==> config.mk <==
export PLATFORM = sky130hd
export DESIGN_NAME = mem_bus_arbiter
export DESIGN_NICKNAME = d
export VERILOG_FILES = /design/src/rtl/mem_bus_arbiter.sv
export SDC_FILE = /design/constraint.sdc
export NUM_CORES = 1
export LEC_CHECK = 0
export ABC_AREA = 1
export BUFFER_PORTS_ARGS = -buffer_cell sky130_fd_sc_hd__buf_2
export CAP_MARGIN = 10
export CELL_PAD_IN_SITES_DETAIL_PLACEMENT = 1
export CELL_PAD_IN_SITES_GLOBAL_PLACEMENT = 1
export CORE_MARGIN = 4
export CORE_UTILIZATION = 18
export CTS_BUF_LIST = sky130_fd_sc_hd__clkbuf_4
export CTS_CLUSTER_DIAMETER = 60
export CTS_CLUSTER_SIZE = 14
export DETAILED_ROUTE_END_ITERATION = 8
export PLACE_DENSITY_LB_ADDON = 0.1
export RECOVER_POWER = 100
export SLEW_MARGIN = 40
export SYNTH_ARGS = -nofsm -noshare
export SYNTH_HDL_FRONTEND = slang
export SYNTH_SLANG_ARGS = --single-unit
export TNS_END_PERCENT = 100
==> constraint.sdc <==
create_clock -name clk -period 1.8 [get_ports clk]
set_input_delay 0.18 -clock clk [delete_from_list [all_inputs] [get_ports clk]]
set_output_delay 0.18 -clock clk [all_outputs]
set_load 0.01 [all_outputs]
==> src/rtl/mem_bus_arbiter.sv <==
// ---------------------------------------------------------------------------
// mem_bus_arbiter
//
// Shares one asynchronous-read Memory port between two masters:
//   master 0 = CPU, master 1 = program loader / DMA engine.
// A registered ownership FSM (IDLE / OWN0 / OWN1) decides who drives the
// bus. Every mem_* output is a pure mux of the current owner's signals,
// so a non-owner's address or data never reaches the Memory. IDLE drives
// all zeros, so no write can occur in IDLE.
// A hold counter limits how long one master can keep the bus while the
// other master is waiting.
//
// Parameters:
//   AW        address width
//   DW        data width
//   MAX_HOLD  maximum consecutive owned cycles while the other master is
//             requesting (0 = never preempt)
//
// Optional build macro:
//   ARB_RR_EN  when defined, a simultaneous request in IDLE goes to the
//              master that did not own the bus last (last_owner register).
//              When undefined, master 0 always wins such a tie.
//
// Ports:
//   clk, rst                  clock (rising edge), synchronous active-high reset
//   mX_req/addr/wr/mode/wdata master X request and bus fields (X = 0, 1)
//   mX_gnt                    master X owns the bus
//   mX_valid                  read data on rdata is valid for master X
//   rdata                     Memory read data, shared by both masters
//   mem_addr/wr/mode/wdata    to the Memory
//   mem_rdata                 from the Memory (asynchronous read)
// ---------------------------------------------------------------------------
module mem_bus_arbiter #(
    parameter int AW       = 10,
    parameter int DW       = 16,
    parameter int MAX_HOLD = 8
) (
    input  logic          clk,
    input  logic          rst,
    input  logic          m0_req,
    input  logic [AW-1:0] m0_addr,
    input  logic          m0_wr,
    input  logic          m0_mode,
    input  logic [DW-1:0] m0_wdata,
    output logic          m0_gnt,
    output logic          m0_valid,
    input  logic          m1_req,
    input  logic [AW-1:0] m1_addr,
    input  logic          m1_wr,
    input  logic          m1_mode,
    input  logic [DW-1:0] m1_wdata,
    output logic          m1_gnt,
    output logic          m1_valid,
    output logic [DW-1:0] rdata,
    output logic [AW-1:0] mem_addr,
    output logic          mem_wr,
    output logic          mem_mode,
    output logic [DW-1:0] mem_wdata,
    input  logic [DW-1:0] mem_rdata
);

    localparam logic [1:0] IDLE = 2'd0;
    localparam logic [1:0] OWN0 = 2'd1;
    localparam logic [1:0] OWN1 = 2'd2;

    // clog2(MAX_HOLD+1) collapses to 0 when MAX_HOLD is 0; keep one bit.
    localparam int          HW         = (MAX_HOLD > 0) ? $clog2(MAX_HOLD + 1) : 1;
    localparam bit          PREEMPT_EN = (MAX_HOLD != 0);
    localparam logic [HW-1:0] HOLD_LAST = PREEMPT_EN ? HW'(MAX_HOLD - 1) : '0;

    logic [1:0]    state_reg, state_next;
    logic [HW-1:0] hold_cnt_reg, hold_cnt_next;

    logic [1:0] req_vec;
    logic [1:0] wr_vec;
    logic [1:0] gnt_vec;
    logic [1:0] valid_vec;

    assign req_vec = {m1_req, m0_req};
    assign wr_vec  = {m1_wr,  m0_wr};

    // Grant and read-valid are decoded straight from the registered state;
    // valid is same-cycle because the Memory read is asynchronous.
    generate
        for (genvar gi = 0; gi < 2; gi++) begin : g_master
            localparam logic [1:0] OWN_ST = (gi == 0) ? OWN0 : OWN1;
            assign gnt_vec[gi]   = (state_reg == OWN_ST);
            assign valid_vec[gi] = gnt_vec[gi] & req_vec[gi] & ~wr_vec[gi];
        end
    endgenerate

    assign m0_gnt   = gnt_vec[0];
    assign m1_gnt   = gnt_vec[1];
    assign m0_valid = valid_vec[0];
    assign m1_valid = valid_vec[1];
    assign rdata    = mem_rdata;

    // Winner of a simultaneous request seen in IDLE.
    logic [1:0] tie_state;
`ifdef ARB_RR_EN
    logic last_owner_reg;
    assign tie_state = last_owner_reg ? OWN0 : OWN1;
`else
    assign tie_state = OWN0;
`endif

    logic       own_req;
    logic       oth_req;
    logic [1:0] oth_state;

    always_comb begin
        state_next    = state_reg;
        hold_cnt_next = hold_cnt_reg;
        own_req       = 1'b0;
        oth_req       = 1'b0;
        oth_state     = IDLE;
        case (state_reg)
            IDLE: begin
                hold_cnt_next = '0;
                if (m0_req && m1_req) begin
                    state_next = tie_state;
                end else if (m0_req) begin
                    state_next = OWN0;
                end else if (m1_req) begin
                    state_next = OWN1;
                end
            end
            OWN0, OWN1: begin
                own_req   = (state_reg == OWN0) ? m0_req : m1_req;
                oth_req   = (state_reg == OWN0) ? m1_req : m0_req;
                oth_state = (state_reg == OWN0) ? OWN1 : OWN0;
                if (!own_req) begin
                    // Release: hand over directly when the other master waits,
                    // so there is no IDLE bubble between owners.
                    state_next = oth_req ? oth_state : IDLE;
                end else if (oth_req) begin
                    if (PREEMPT_EN && (hold_cnt_reg == HOLD_LAST)) begin
                        state_next = oth_state;
                    end else if (PREEMPT_EN) begin
                        hold_cnt_next = hold_cnt_reg + HW'(1);
                    end
                end else begin
                    hold_cnt_next = '0;
                end
                if (state_next != state_reg) begin
                    hold_cnt_next = '0;
                end
            end
            default: begin
                state_next    = IDLE;
                hold_cnt_next = '0;
            end
        endcase
    end

    always_ff @(posedge clk) begin
        if (rst) begin
            state_reg    <= IDLE;
            hold_cnt_reg <= '0;
        end else begin
            state_reg    <= state_next;
            hold_cnt_reg <= hold_cnt_next;
        end
    end

`ifdef ARB_RR_EN
    // Reset value 1 makes master 0 the first tie winner after reset.
    always_ff @(posedge clk) begin
        if (rst) begin
            last_owner_reg <= 1'b1;
        end else if ((state_next == OWN0) && (state_reg != OWN0)) begin
            last_owner_reg <= 1'b0;
        end else if ((state_next == OWN1) && (state_reg != OWN1)) begin
            last_owner_reg <= 1'b1;
        end
    end
`endif

    // Bus mux: only the owner reaches the Memory. The write strobe is also
    // gated by the owner's req so a master that has just released cannot
    // write during its last owned cycle.
    always_comb begin
        mem_addr  = '0;
        mem_wr    = 1'b0;
        mem_mode  = 1'b0;
        mem_wdata = '0;
        case (state_reg)
            OWN0: begin
                mem_addr  = m0_addr;
                mem_wr    = m0_wr & m0_req;
                mem_mode  = m0_mode;
                mem_wdata = m0_wdata;
            end
            OWN1: begin
                mem_addr  = m1_addr;
                mem_wr    = m1_wr & m1_req;
                mem_mode  = m1_mode;
                mem_wdata = m1_wdata;
            end
            default: begin
                mem_addr  = '0;
                mem_wr    = 1'b0;
                mem_mode  = 1'b0;
                mem_wdata = '0;
            end
        endcase
    end

endmodule

==> results.yml <==
place:
  dp_hpwl_mm: 3.621
  place_congestion: 0.7056
  io_buffers: 91
  postPlaceCellArea_um2: 1567
clocking:
  hold_buffers: 0
  postCtsSetupBuffers: 0
  clkLatencyLatePin_ns: 0.25
  clock_path_buffers: 2
  htree_levels: 1
  cts_buffers: 3
  clkSinkCount: 6
  cts-root-buf: "clkbuf_4"
  clk_pin_slew_ns: 0.06
  cts_tree: "done"
layout:
  final_nets: 355
  layout_common_cells: "72 x nand2_1, 67 x buf_2, 27 x a21oi_1"
  area_delta_synth_final_pct: 49.43
  antennaDiodeCount: 0
  multi_input_comb_area_um2: 794.5
  finalInstanceArea_um2: 1649
  postLayoutCoreUtil_pct: 27.85
  largest_register_ff_count: 4
  fillers: 788
  final_common_cell: "nand2_1"
  seqCellArea_um2: 123.9
  drive_gt1_share_pct: 46.13
worst_setup_path:
  arrival_ns: 1.51
  crit_slowest_cell: "dfxtp_1"
  worstSetupPathType: "register to output port"
  path_delay_family: "buffers and inverters"
  endpoint_kind: "output port"
  critical_path.max_fanout: 15
  crit_chain: "buf_4 > ha_2 > clkbuf_16 > nand2_1 > a21oi_1 > clkbuf_1"
  cp-start-kind: "register"
  critPathRequiredTime_ns: 1.62
  worstPathBufferInverterCount: 3
  cpPeakStageDelay_ns: 0.34
route:
  wl_mm: 4.507
  drt_pre_antenna_iters: 4
  drtIter0Drc: 46
  routedWlPerCell_um: 13.03
  vias: 1458
  ant_nets: 0
  route.detailed.drc: 0
  viasPerCell: 4.214
synthesis:
  yosysWarnings: 0
  synth_seq_area_share_pct: 10.88
  synth_edf_count: 0
  synth_cell_types: 26
  synth-seq-cells: 6
  syn_inst: 195
  syn_area_um2: 1104
  yosys.area.top_type: "nand2_1"
  syn-mean-instance-area_um2: 5.659
  ys_async_sr_fraction_pct: 0
  ys.flop_type: "dfxtp_1"
  synth.area.top_cells: "nand2_1 24%, a21oi_1 14%, dfxtp_1 11%"
  syn-num-nets: 277
  yosysTopAreaCellShare_pct: 24.49
power_and_ir_drop:
  clock_power_share_pct: 14.3
  p_sw_uw: 443.4
  intPower_uw: 474.8
  peakVddDrop_v: 0.0002794
  power_leakage_uw: 0.0008020
  sw_frac_of_total_pct: 48.29
  combPwrFrac_pct: 69.1
  power.density_nw_per_um2: 556.8
  seqPwrFrac_pct: 16.7
floorplan:
  core_um2: 5921
  die_area_um2: 7448
  initial_utilization_pct: 18.64
  die_width_um: 86.30
  rows: 28
  chipHeight_um: 86.30
  ios: 124
timing:
  worst_pin_slew_ns: 0.3194
  period_needed_ns: 1.692
  setup_tns_ns: 0
  min_period_over_period_pct: 93.99
  finalSetupViolations: 0
  final-hold-violation-count: 0
  slew_headroom_pct: 78.54
  final_max_slew_viol_count: 0
  clock.fmax_mhz: 591.1
  rsz0062_at_grt: "no"
  skew_ns: 0.01119
global_route:
  antenna_found_initial: 0
  grt_overflow: 0
  grt_max_degree: 31
  grt_use_total_pct: 11.08
  grt_pass1_wl_mm: 6.824
  grt_pass1_vias: 1489
status:
  status: "completed"
run:
  maxCapViolations: 0
hold_path:
  hp-class: "input pin to register"
==> power groups by stage <==
stage	sequential (uW)	combinational (uW)	clock (uW)
finish	153	634	131
global route	154	713	146
CTS	150	612	135
detailed placement	151	607	0
global placement	150	607	0
floorplan	154	377	0
==> layout make-up <==
| class | count | share of cell area, % |
|---|---|---|
| repair buffers | 98 | 33.23 |
| well taps | 75 | 5.690 |
| flip-flops and latches | 6 | 7.511 |
| multi-input cells | 147 | 48.18 |
| inverters | 17 | 4.021 |
| clock buffers | 3 | 1.366 |
==> path summary, 6_finish.rpt <==
kind | cells past startpoint | endpoint | slack [ns] | startpoint
setup / recovery | 6 | mem_wdata[3] | 0.11 | state_reg[1]
hold reg to reg | 4 | hold_cnt_reg[0] | 0.61 | hold_cnt_reg[0]
hold / removal | 2 | state_reg[0] | 0.12 | rst
setup reg to reg | 8 | hold_cnt_reg[1] | 0.20 | state_reg[1]
==> routing by layer <==
metal | GRT usage (%) | part of all wire, % | vias up
li1 | - | - | 756
met1 | 12.44 | 42 | 635
met2 | 21.37 | 51 | 59
met3 | 2.567 | 6.4 | 8
met4 | 1.841 | 0.64 | 0
met5 | 0 | 0 | -
==> timing repair <==
action / in CTS / in global routing
endpoints found under the setup margin: 28 / 30
cloned: 0 / 1
resized for setup: 1 / 12
==> synthesized netlist by cell type (2+ instances only) <==
| master | count |
|---|---|
| xor2_1 | 2 |
| nand3_2 | 3 |
| nand2_1 | 72 |
| buf_4 | 16 |
| o21ai_0 | 4 |
| inv_2 | 3 |
| nand3_1 | 9 |
| inv_1 | 12 |
| a31oi_1 | 2 |
| buf_1 | 4 |
| ha_1 | 6 |
| nor2_1 | 9 |
| dfxtp_1 | 6 |
| clkbuf_1 | 3 |
| buf_2 | 2 |
| nand2_2 | 3 |
| a21oi_1 | 30 |
==> kinds of logic (layout without fill, tap and decap cells) <==
group	Yosys count	count (layout)	share of synthesized area, %
buffers and inverters	42	118	20.18
AOI/OAI and AO/OA	38	38	19.50
and+or+nand+nor	101	101	41.04
xor gates and xnor gates	2	2	1.588
DFF	6	6	10.88
adders and majority gates	6	6	6.803
==> stage by stage <==
stage               hold slack [ns]  instances  total power (uW)  setup slack [ns]
global route                 0.1147        346              1013          0.004624
CTS                          0.1165        345             896.3           0.02305
detailed placement           0.3601        342             758.8            0.1855
finish                       0.1174        346             918.2            0.1081
global placement             0.3601        342             757.9            0.2153
floorplan                    0.2491        195             530.2           0.05473
No activity file was read; power rests on OpenSTA's default activity.
